### config.mk
export PLATFORM = sky130hd
export DESIGN_NAME = serial_bulk_loader_flat
export DESIGN_NICKNAME = d
export VERILOG_FILES = /design/src/rtl/serial_bulk_loader_if.sv /design/src/rtl/serial_bulk_loader.sv /design/src/flat_wrapper.sv
export SDC_FILE = /design/constraint.sdc
export NUM_CORES = 1
export LEC_CHECK = 0
export ABC_AREA = 1
export CORE_MARGIN = 2
export CORE_UTILIZATION = 54
export CTS_BUF_LIST = sky130_fd_sc_hd__clkbuf_4 sky130_fd_sc_hd__clkbuf_8
export DETAILED_ROUTE_END_ITERATION = 7
export PLACE_DENSITY = 0.87
export SETUP_SLACK_MARGIN = 0.05
export SYNTH_ARGS = -nofsm -noshare
export SYNTH_HDL_FRONTEND = slang
export SYNTH_SLANG_ARGS = --single-unit
export TNS_END_PERCENT = 5
### constraint.sdc
create_clock -name clk -period 3.95 [get_ports clk]
set_input_delay 0.5925 -clock clk [delete_from_list [all_inputs] [get_ports clk]]
set_output_delay 0.5925 -clock clk [all_outputs]
set_load 0.02 [all_outputs]
### src/rtl/serial_bulk_loader_if.sv
// Synchronous memory bus between a bulk client (master) and a single-port memory (slave).
// The client drives clk/addr/w_data/we; the memory returns r_data one cycle after addr.
interface memory_bus #(
    parameter int ADDR_WIDTH = 12,
    parameter int DATA_WIDTH = 16
);
    logic                  clk;
    logic [ADDR_WIDTH-1:0] addr;
    logic [DATA_WIDTH-1:0] w_data;
    logic                  we;
    logic [DATA_WIDTH-1:0] r_data;

    modport client (output clk, output addr, output w_data, output we, input r_data);
    modport master (output clk, output addr, output w_data, output we, input r_data);
    modport memory (input clk, input addr, input w_data, input we, output r_data);
    modport slave  (input clk, input addr, input w_data, input we, output r_data);
endinterface

### src/rtl/serial_bulk_loader.sv
// Assembles an 8-bit byte stream little-endian into words and bulk-writes them to memory_bus.
// Optional readback check of every written word is enabled by defining LOADER_VERIFY_EN.
module serial_bulk_loader #(
    parameter int ADDR_WIDTH = 12,
    parameter int DATA_WIDTH = 16
) (
    input  logic                  clk,
    input  logic                  rst_n,
    input  logic                  start,
    input  logic [ADDR_WIDTH-1:0] base_addr,
    input  logic [ADDR_WIDTH:0]   word_count,
    input  logic [7:0]            in_data,
    input  logic                  in_valid,
    output logic                  in_ready,
    output logic                  busy,
    output logic                  done,
    output logic                  error,
    memory_bus.client             mem
);

    localparam int BYTES = DATA_WIDTH / 8;
    localparam int CNT_W = (BYTES > 1) ? $clog2(BYTES) : 1;
    localparam logic [CNT_W-1:0]    LAST_BYTE = CNT_W'(BYTES - 1);
    localparam logic [ADDR_WIDTH:0] ONE_WORD  = (ADDR_WIDTH+1)'(1);

    typedef enum logic [2:0] {
        S_IDLE,
        S_COLLECT,
        S_WRITE,
        S_VERIFY_RD,
        S_VERIFY_CMP,
        S_DONE
    } state_t;

    state_t                state_q, state_d;
    logic [ADDR_WIDTH-1:0] cur_addr_q, cur_addr_d;
    logic [ADDR_WIDTH:0]   remaining_q, remaining_d;
    logic [CNT_W-1:0]      byte_cnt_q, byte_cnt_d;
    logic [DATA_WIDTH-1:0] word_q, word_d;
    logic                  in_ready_q, in_ready_d;
    logic                  busy_q, busy_d;
    logic                  done_q, done_d;
    logic                  we_q, we_d;
    logic [ADDR_WIDTH-1:0] addr_q, addr_d;
    logic [DATA_WIDTH-1:0] w_data_q, w_data_d;
    logic                  word_exit;

    // State and datapath registers; reset also clears the bus outputs.
    always_ff @(posedge clk or negedge rst_n) begin
        if (!rst_n) begin
            state_q     <= S_IDLE;
            cur_addr_q  <= '0;
            remaining_q <= '0;
            byte_cnt_q  <= '0;
            word_q      <= '0;
            in_ready_q  <= 1'b0;
            busy_q      <= 1'b0;
            done_q      <= 1'b0;
            we_q        <= 1'b0;
            addr_q      <= '0;
            w_data_q    <= '0;
        end else begin
            state_q     <= state_d;
            cur_addr_q  <= cur_addr_d;
            remaining_q <= remaining_d;
            byte_cnt_q  <= byte_cnt_d;
            word_q      <= word_d;
            in_ready_q  <= in_ready_d;
            busy_q      <= busy_d;
            done_q      <= done_d;
            we_q        <= we_d;
            addr_q      <= addr_d;
            w_data_q    <= w_data_d;
        end
    end

    always_comb begin
        state_d     = state_q;
        cur_addr_d  = cur_addr_q;
        remaining_d = remaining_q;
        byte_cnt_d  = byte_cnt_q;
        word_d      = word_q;
        word_exit   = 1'b0;
        unique case (state_q)
            S_IDLE: begin
                if (start) begin
                    cur_addr_d  = base_addr;
                    remaining_d = word_count;
                    byte_cnt_d  = '0;
                    state_d     = (word_count == '0) ? S_DONE : S_COLLECT;
                end
            end
            S_COLLECT: begin
                if (in_valid && in_ready_q) begin
                    for (int b = 0; b < BYTES; b++) begin
                        if (byte_cnt_q == CNT_W'(b)) begin
                            word_d[b*8 +: 8] = in_data;
                        end
                    end
                    if (byte_cnt_q == LAST_BYTE) begin
                        byte_cnt_d = '0;
                        state_d    = S_WRITE;
                    end else begin
                        byte_cnt_d = byte_cnt_q + 1'b1;
                    end
                end
            end
`ifdef LOADER_VERIFY_EN
            S_WRITE:      state_d = S_VERIFY_RD;
            S_VERIFY_RD:  state_d = S_VERIFY_CMP;
            S_VERIFY_CMP: word_exit = 1'b1;
`else
            S_WRITE:      word_exit = 1'b1;
`endif
            S_DONE:       state_d = S_IDLE;
            default:      state_d = S_IDLE;
        endcase

        // Address wraps silently at the top of the address space.
        if (word_exit) begin
            cur_addr_d  = cur_addr_q + 1'b1;
            remaining_d = remaining_q - 1'b1;
            state_d     = (remaining_q == ONE_WORD) ? S_DONE : S_COLLECT;
        end
    end

    // Outputs are registered from the next state so they line up with the state they describe.
    always_comb begin
        in_ready_d = (state_d == S_COLLECT);
        busy_d     = (state_d != S_IDLE) && (state_d != S_DONE);
        done_d     = (state_d == S_DONE);
        we_d       = (state_d == S_WRITE);
        addr_d     = addr_q;
        w_data_d   = w_data_q;
        if (state_d == S_WRITE) begin
            addr_d   = cur_addr_q;
            w_data_d = word_d;
        end
    end

`ifdef LOADER_VERIFY_EN
    logic error_q, error_d;

    // Sticky until the next accepted start; r_data is valid in VERIFY_CMP.
    always_comb begin
        error_d = error_q;
        if (state_q == S_IDLE && start) begin
            error_d = 1'b0;
        end else if (state_q == S_VERIFY_CMP && mem.r_data != w_data_q) begin
            error_d = 1'b1;
        end
    end

    always_ff @(posedge clk or negedge rst_n) begin
        if (!rst_n) begin
            error_q <= 1'b0;
        end else begin
            error_q <= error_d;
        end
    end

    assign error = error_q;
`else
    assign error = 1'b0;
`endif

    assign in_ready   = in_ready_q;
    assign busy       = busy_q;
    assign done       = done_q;
    assign mem.clk    = clk;
    assign mem.we     = we_q;
    assign mem.addr   = addr_q;
    assign mem.w_data = w_data_q;

endmodule
### src/flat_wrapper.sv
// flat-port wrapper written by rule: the top's interface ports become plain ports
module serial_bulk_loader_flat 
#(
    parameter int ADDR_WIDTH = 12,
    parameter int DATA_WIDTH = 16
)
  (clk, rst_n, start, base_addr, word_count, in_data, in_valid, in_ready, busy, done, error, mem_clk, mem_addr, mem_w_data, mem_we, mem_r_data);
  memory_bus #(.ADDR_WIDTH(ADDR_WIDTH), .DATA_WIDTH(DATA_WIDTH)) mem_i ();
  input  logic clk;
  input  logic rst_n;
  input  logic start;
  input  logic [ADDR_WIDTH-1:0] base_addr;
  input  logic [ADDR_WIDTH:0] word_count;
  input  logic [7:0] in_data;
  input  logic in_valid;
  output logic in_ready;
  output logic busy;
  output logic done;
  output logic error;
  output wire logic [$bits(mem_i.clk)-1:0] mem_clk;
  output wire logic [$bits(mem_i.addr)-1:0] mem_addr;
  output wire logic [$bits(mem_i.w_data)-1:0] mem_w_data;
  output wire logic [$bits(mem_i.we)-1:0] mem_we;
  input wire logic [$bits(mem_i.r_data)-1:0] mem_r_data;
  assign mem_clk = mem_i.clk;
  assign mem_addr = mem_i.addr;
  assign mem_w_data = mem_i.w_data;
  assign mem_we = mem_i.we;
  assign mem_i.r_data = mem_r_data;
  serial_bulk_loader #(.ADDR_WIDTH(ADDR_WIDTH), .DATA_WIDTH(DATA_WIDTH)) u_core (.clk(clk), .rst_n(rst_n), .start(start), .base_addr(base_addr), .word_count(word_count), .in_data(in_data), .in_valid(in_valid), .in_ready(in_ready), .busy(busy), .done(done), .error(error), .mem(mem_i));
endmodule
Word level (Yosys, flattened, before mapping):

Index checks and enable logic that the tools add are counted.

* add/sub/neg operators: 3
* equality and inequality tests: 9
* multiplexer cells: 22
* reductions and logical operators: 10

Operators with widths (count)
* two-way mux 13 bit: 3
* two-way mux 12 bit: 3
* two-way mux 16 bit: 2
* two-way mux 3 bit: 6
* two-way mux 8 bit: 2
* equality test 13 x 1 -> 1 bit, second input constant: 1
* zero test 13 bit: 1
* subtractor 13 x 1 -> 13 bit, second input constant: 1
* adder 12 x 1 -> 12 bit, second input constant: 1
* case mux 3 bit (3 select lines): 1
* equality test 3 x 1 -> 1 bit, second input constant: 2
* equality test 3 x 2 -> 1 bit, second input constant: 2
* nonzero test 2 bit: 3
* two-way mux 1 bit: 4
* equality test 3 bit, second input constant: 1
* zero test 3 bit: 1
* inequality test 3 bit, second input constant: 1
* AND reduction 3 bit: 1
* nonzero test 3 bit: 1
* logical AND 1 bit: 2
* inequality test 2 x 1 -> 1 bit, second input constant: 1
* inequality test 2 bit, second input constant: 1
* case mux 1 bit (2 select lines): 1
* AND reduction 2 bit: 1
* adder 1 bit, second input constant: 1

* flip-flop bits (word level): 77
* bits of input ports: 53
* output and inout port bits: 34
* word-level logic and storage cells: 55

Longest topological paths before layout:

Gate-level depths: netlist of run 1.

* depth in word-level cells: 7
* gate-level depth with buffers: 10

==> results of run 1 <==
layer usage:
layer | track usage | wire (µm) | up-vias
met2 | 0.3996 | 3987 | 132
li1 | - | - | 1512
met3 | 0.04451 | 516 | 15
met5 | 0 | 0 | -
met1 | 0.3112 | 3305 | 1488
met4 | 0.1144 | 170 | 0
power by group:
group,total (mW),internal [mW],leakage (nW),switching [mW]
registers,1.24,1.02,0.861,0.227
logic,1.34,0.541,1.12,0.799
clock network,0.609,0.319,0.111,0.291
cells by family (layout without fill, tap and decap cells):
| family | Yosys count | after routing | synth area share |
|---|---|---|---|
| other | 1 | 1 | 0.001100 |
| buffers and inverters | 55 | 128 | 0.07963 |
| AOI/OAI and AO/OA | 35 | 35 | 0.06642 |
| adders and majority gates | 3 | 3 | 0.01101 |
| and+or+nand+nor | 271 | 271 | 0.3354 |
| DFF | 69 | 69 | 0.5064 |
flip-flops by register name, summed over array words and instances (netlist names):
name                count
u_core.mem.w_data      16
u_core.done             1
u_core.mem.we           1
u_core.busy             1
u_core.remaining_q     13
u_core.byte_cnt_q       1
u_core.mem.addr        12
u_core.state_q          3
u_core.cur_addr_q      12
u_core.in_ready         1
u_core.word_q           8
final cells by class:
cell class,instances,share of cell area
Clock buffer,15,0.04434
Clock inverter,4,0.006126
Inverter,38,0.03326
Multi-Input combinational cell,310,0.3291
Sequential cell,69,0.4026
Tap cell,75,0.02188
Timing Repair Buffer,71,0.1628
worst max-delay path by stage:
stage	to	slack (ns)	depth (start not counted)
after floorplan	mem_clk	1.25	1
after global placement	mem_clk	0.87	1
after detailed placement	mem_clk	0.87	1
after CTS	mem_clk	0.63	3
after global routing	mem_clk	0.62	3
final	mem_clk	0.63	3
through the flow:
step                      worst slack [ns]  cell area, µm²
after floorplan                      1.249            3410
after global placement              0.8740            4083
after detailed placement            0.8740            4083
after CTS                           0.6295            4289
after global routing                0.6181            4289
final                               0.6344            4289
placed cells by master (no fill, tap or decap):
cell             netlist  layout
clkinvlp_4             0       1
a31oi_1                1       1
ha_1                   3       3
nor2_2                 1       1
o311ai_0               1       1
o211ai_1               6       6
clkdlybuf4s50_1        0      68
nor3b_1                1       1
o21ai_0               11      11
nand3b_1               1       1
clkbuf_8               0      12
buf_4                  3       3
o21bai_1               1       1
o22ai_1                3       3
nor2_1                50      50
nor2_8                 1       1
a211oi_1               1       1
nand4_1                6       6
a21oi_1                5       5
nand2_2                2       2
o221ai_1               2       2
nand2_1              161     161
dfrtp_1               69      69
or2_2                  1       1
inv_2                  5       5
clkbuf_4               0       2
o21ai_2                4       4
clkinv_4               0       1
clkinv_2               0       2
buf_2                  7       1
nand3_1               42      42
conb_1                 1       1
nor3_1                 3       3
inv_1                 33      33
nand3_4                1       1
nor2_4                 1       1
critical path, delay by kind of cell:
family | cells | cell delay, ns
buffers and inverters | 3 | 0.75
==> impl_metrics.py, run 1 <==
metrics = {
    "status": {
        "status": "completed",
    },
    "clock_network": {
        "postCtsSetupBuffers": 0,
        "cts_hold_buf": 0,
        "insertion_delay_ns": 0.45,
        "tritoncts": "done",
        "cts_resized": 0,
        "path_clk_slew_ns": 0.07,
    },
    "floorplanning": {
        "row_count": 28,
        "initial_utilization": 0.5658,
        "core_um2": 6026,
        "die_area_um2": 6966,
        "ios": 87,
        "die_h_um": 83.46,
        "fp.dieW_um": 83.46,
    },
    "critical_path": {
        "end_kind": "output port",
        "worstPathRequired_ns": 3.36,
        "start_kind": "clock port",
        "r2r_cells": 8,
        "r2r_start": "u_core.state_q[0]",
        "crit_path_top_delay_cell": "clkdlybuf4s50_1",
        "reg2reg_slack_ns": 2.09,
        "path_common_cell": "clkbuf_8",
        "cp_max_fo": 2,
        "cp_data_arrival_time_ns": 2.72,
        "reg2reg_to": "u_core.remaining_q[8]",
        "critPathMaxStageDelay_ns": 0.52,
        "crit_chain": "clkbuf_8 -> clkbuf_8 -> clkdlybuf4s50_1",
        "path_class": "clk -> out",
        "startpoint": "clk",
    },
    "logic_synthesis": {
        "netlist.area_leader.share": 0.5064,
        "synth_common_cells": "nand2_1 (161), dfrtp_1 (69), nor2_1 (50)",
        "yosys.area.top_type": "dfrtp_1",
        "synthTopCellsByArea": "dfrtp_1 (51%), nand2_1 (18%), nand3_1 (6.2%)",
        "synth-edff-count": 0,
        "ys_warn_count": 0,
        "async_reset_ff_frac": 1.000,
        "syn_nets": 490,
        "ys_ff_latch": 69,
        "synth_cell_type_count": 32,
        "post_synth.cell_area_avg_um2": 7.856,
        "syn_area_um2": 3410,
        "synth_seq_area_share": 0.5064,
        "synth_most_common_cell": "nand2_1",
        "synthCells": 434,
        "ys.flop_type": "dfrtp_1",
    },
    "timing": {
        "fin_hold_ws_ns": 0.3204,
        "fin_skew_ns": 0.01027,
        "relSlewSlack": 0.3060,
        "fin_tns_setup_ns": 0,
        "rsz0062_at_grt": "false",
        "tightest_slew_ns": 1.041,
        "hold_viol_final": 0,
        "setup_viol": 0,
        "slew_viol_final": 0,
    },
    "cells_and_area": {
        "final_cells": 582,
        "n_antenna_cell": 0,
        "fin_util": 0.7118,
        "nNetsFinal": 559,
        "multi_input_area_um2": 1411,
        "area_growth_pct": 25.80,
        "fillers": 471,
        "seqCellArea_um2": 1727,
        "drive_above_1_share": 0.07495,
    },
    "power_and_ir_drop": {
        "p_total_mw": 3.194,
        "vdd_ir_drop_max_mv": 0.4452,
        "powerDensity_nw_per_um2": 744.6,
        "p_leak_nw": 2.096,
    },
    "global_routing": {
        "grt_overflow": 0,
        "first_global_vias": 2942,
        "antenna_found_initial": 0,
        "grtUsageTotal": 0.2425,
        "grt_max_degree": 48,
        "grt_pass1_wl_mm": 13.52,
    },
    "route": {
        "drtAntennaViolNets": 0,
        "wl_mm": 7.980,
        "drt_pass1_iterations": 5,
        "viasPerCell": 5.407,
        "vias": 3147,
        "remaining_drc_errors": 0,
        "post_drt_wl_per_cell_um": 13.71,
        "drt_iter0_markers": 188,
    },
    "placed_design": {
        "dpl.hpwl_mm": 5.457,
        "gp_congestion": 0.9036,
        "dpl.cell_count": 564,
        "numPortBuffers": 69,
    },
    "hold_path": {
        "hold_class": "in -> async",
    },
    "run": {
        "cap_violations": 0,
    },
}
Power figures use the tool's default switching activity.
==> run 2: changes to the inputs <==
CORE_UTILIZATION = 51   (was 54)
PLACE_DENSITY = 0.83   (was 0.87)
clock period = 3.35 ns   (was 3.95 ns; I/O delays follow)
==> run 2 against run 1 <==
First-iteration DRC count is 2.1% lower; the flow now finishes with violations (DRC); critical endpoint unchanged; cell area up 1.2%; via count down 2.2%; hold slack worse by 0.11 ns; die area increased by 5.6%; critical path depth did not move; sequential share of layout area down 0.46 points; sequential power rose by 19%; sequential cell count is the same; register-to-register slack got worse by 0.55 ns; non-clock buffer count unchanged; routed wire length down 1.8%.
==> impl_metrics.py, run 2 (synthesis results as in run 1) <==
metrics = {
    "cells_and_area": {
        "final_cells": 585,
        "final_common_cell": "nand2_1",
        "nNetsFinal": 559,
        "fin_util": 0.6756,
        "multi_input_area_um2": 1411,
        "finalInstanceArea_um2": 4339,
        "drive_above_1_share": 0.07677,
        "area_growth_pct": 27.27,
        "n_antenna_cell": 0,
        "largest_register_ff_count": 16,
        "seqCellArea_um2": 1727,
        "final_cell_mix": "nand2_1 (161), dfrtp_1 (69), clkdlybuf4s50_1 (68), nor2_1 (50), nand3_1 (42)",
        "fillers": 528,
    },
    "timing": {
        "fin_tns_setup_ns": 0,
        "fin_skew_ns": 0.006515,
        "slew_viol_final": 0,
        "setup_viol": 0,
        "relSlewSlack": 0.3362,
        "tightest_slew_ns": 0.9957,
        "hold_viol_final": 0,
        "rsz0062_at_grt": "false",
    },
    "global_routing": {
        "grt_overflow": 0,
        "antenna_found_initial": 0,
        "grt_max_degree": 45,
        "grt_pass1_wl_mm": 12.94,
        "first_global_vias": 2828,
        "grtUsageTotal": 0.2295,
    },
    "floorplanning": {
        "ios": 87,
        "die_h_um": 85.77,
        "initial_utilization": 0.5309,
        "row_count": 29,
        "core_um2": 6422,
        "fp.dieW_um": 85.77,
        "die_area_um2": 7356,
    },
    "critical_path": {
        "path_class": "clk -> out",
        "path_common_cell": "clkbuf_8",
        "end_kind": "output port",
        "reg2reg_slack_ns": 1.54,
        "crit_path_top_delay_cell": "clkdlybuf4s50_1",
        "r2r_start": "u_core.state_q[0]",
        "cp_data_arrival_time_ns": 2.42,
        "cp_top_family": "buffers and inverters",
        "cp_max_fo": 2,
        "cp_num_buf_inv": 3,
        "start_kind": "clock port",
        "critPathMaxStageDelay_ns": 0.52,
        "worstPathRequired_ns": 2.85,
        "r2r_cells": 6,
        "crit_chain": "clkbuf_8 -> clkbuf_8 -> clkdlybuf4s50_1",
        "reg2reg_to": "u_core.busy",
    },
    "run": {
        "cap_violations": 0,
    },
    "route": {
        "post_drt_wl_per_cell_um": 13.39,
        "drtAntennaViolNets": 0,
        "viasPerCell": 5.260,
        "drt_iter0_markers": 184,
        "wl_mm": 7.836,
        "drt_pass1_iterations": 7,
        "vias": 3077,
        "remaining_drc_errors": 7,
    },
    "clock_network": {
        "insertion_delay_ns": 0.45,
        "path_clk_slew_ns": 0.07,
        "tritoncts": "done",
        "postCtsSetupBuffers": 0,
        "cts_resized": 0,
        "cts_hold_buf": 0,
    },
    "status": {
        "violations": "DRC",
        "status": "complete, but fails checks",
    },
    "power_and_ir_drop": {
        "powerDensity_nw_per_um2": 887.5,
        "vdd_ir_drop_max_mv": 0.3637,
        "p_leak_nw": 2.120,
    },
    "placed_design": {
        "gp_congestion": 0.9013,
        "numPortBuffers": 69,
        "dpl.cell_count": 566,
        "dpl.hpwl_mm": 5.538,
        "placement.cell_area_um2": 4098,
    },
    "hold_path": {
        "hold_class": "in -> async",
    },
}
## run 2: routing by layer
layer	vias to the layer above	share of wire	track usage
li1	1516	-	-
met1	1443	0.45	0.2948
met2	104	0.46	0.3565
met3	14	0.066	0.06737
met4	0	0.021	0.1126
met5	-	0	0
## run 2: how the worst max path moves through the flow
stage          cells past startpoint      end  from
6_report                           3  mem_clk   clk
3_3_place_gp                       1  mem_clk   clk
4_1_cts                            3  mem_clk   clk
3_5_place_dp                       1  mem_clk   clk
2_1_floorplan                      1  mem_clk   clk
5_1_grt                            3  mem_clk   clk
## run 2: cell type report
cell class                      count  share of cell area
Sequential cell                    69              0.3979
Clock buffer                       14             0.04354
Clock inverter                      6             0.01442
Multi-Input combinational cell    310              0.3253
Timing Repair Buffer               71              0.1638
Inverter                           38             0.03287
Tap cell                           77             0.02220
## run 2: worst register-to-register path: cells and delay by family (launching register included)
family / cells / cell delay (ns)
DFF: 1 / 0.41
AOI/OAI and AO/OA: 1 / 0.06
buffers and inverters: 1 / 0.40
and+or+nand+nor: 4 / 0.83
## run 2: metrics by stage
step	total power, mW	hold slack, ns	setup WS, ns
3_5_place_dp	3.092	0.4566	0.6640
6_report	3.851	0.2081	0.4312
5_1_grt	4.129	0.2811	0.4207
4_1_cts	3.878	0.2292	0.4254
2_1_floorplan	2.495	0.2069	1.039
3_3_place_gp	3.026	0.4513	0.6640
## run 2: report_power, final
part	internal, mW	switching [mW]	leakage, nW	total, mW
clock network	0.459	0.351	0.131	0.810
logic	0.641	0.934	1.13	1.57
registers	1.20	0.268	0.861	1.47
total	2.30	1.55	2.12	3.85
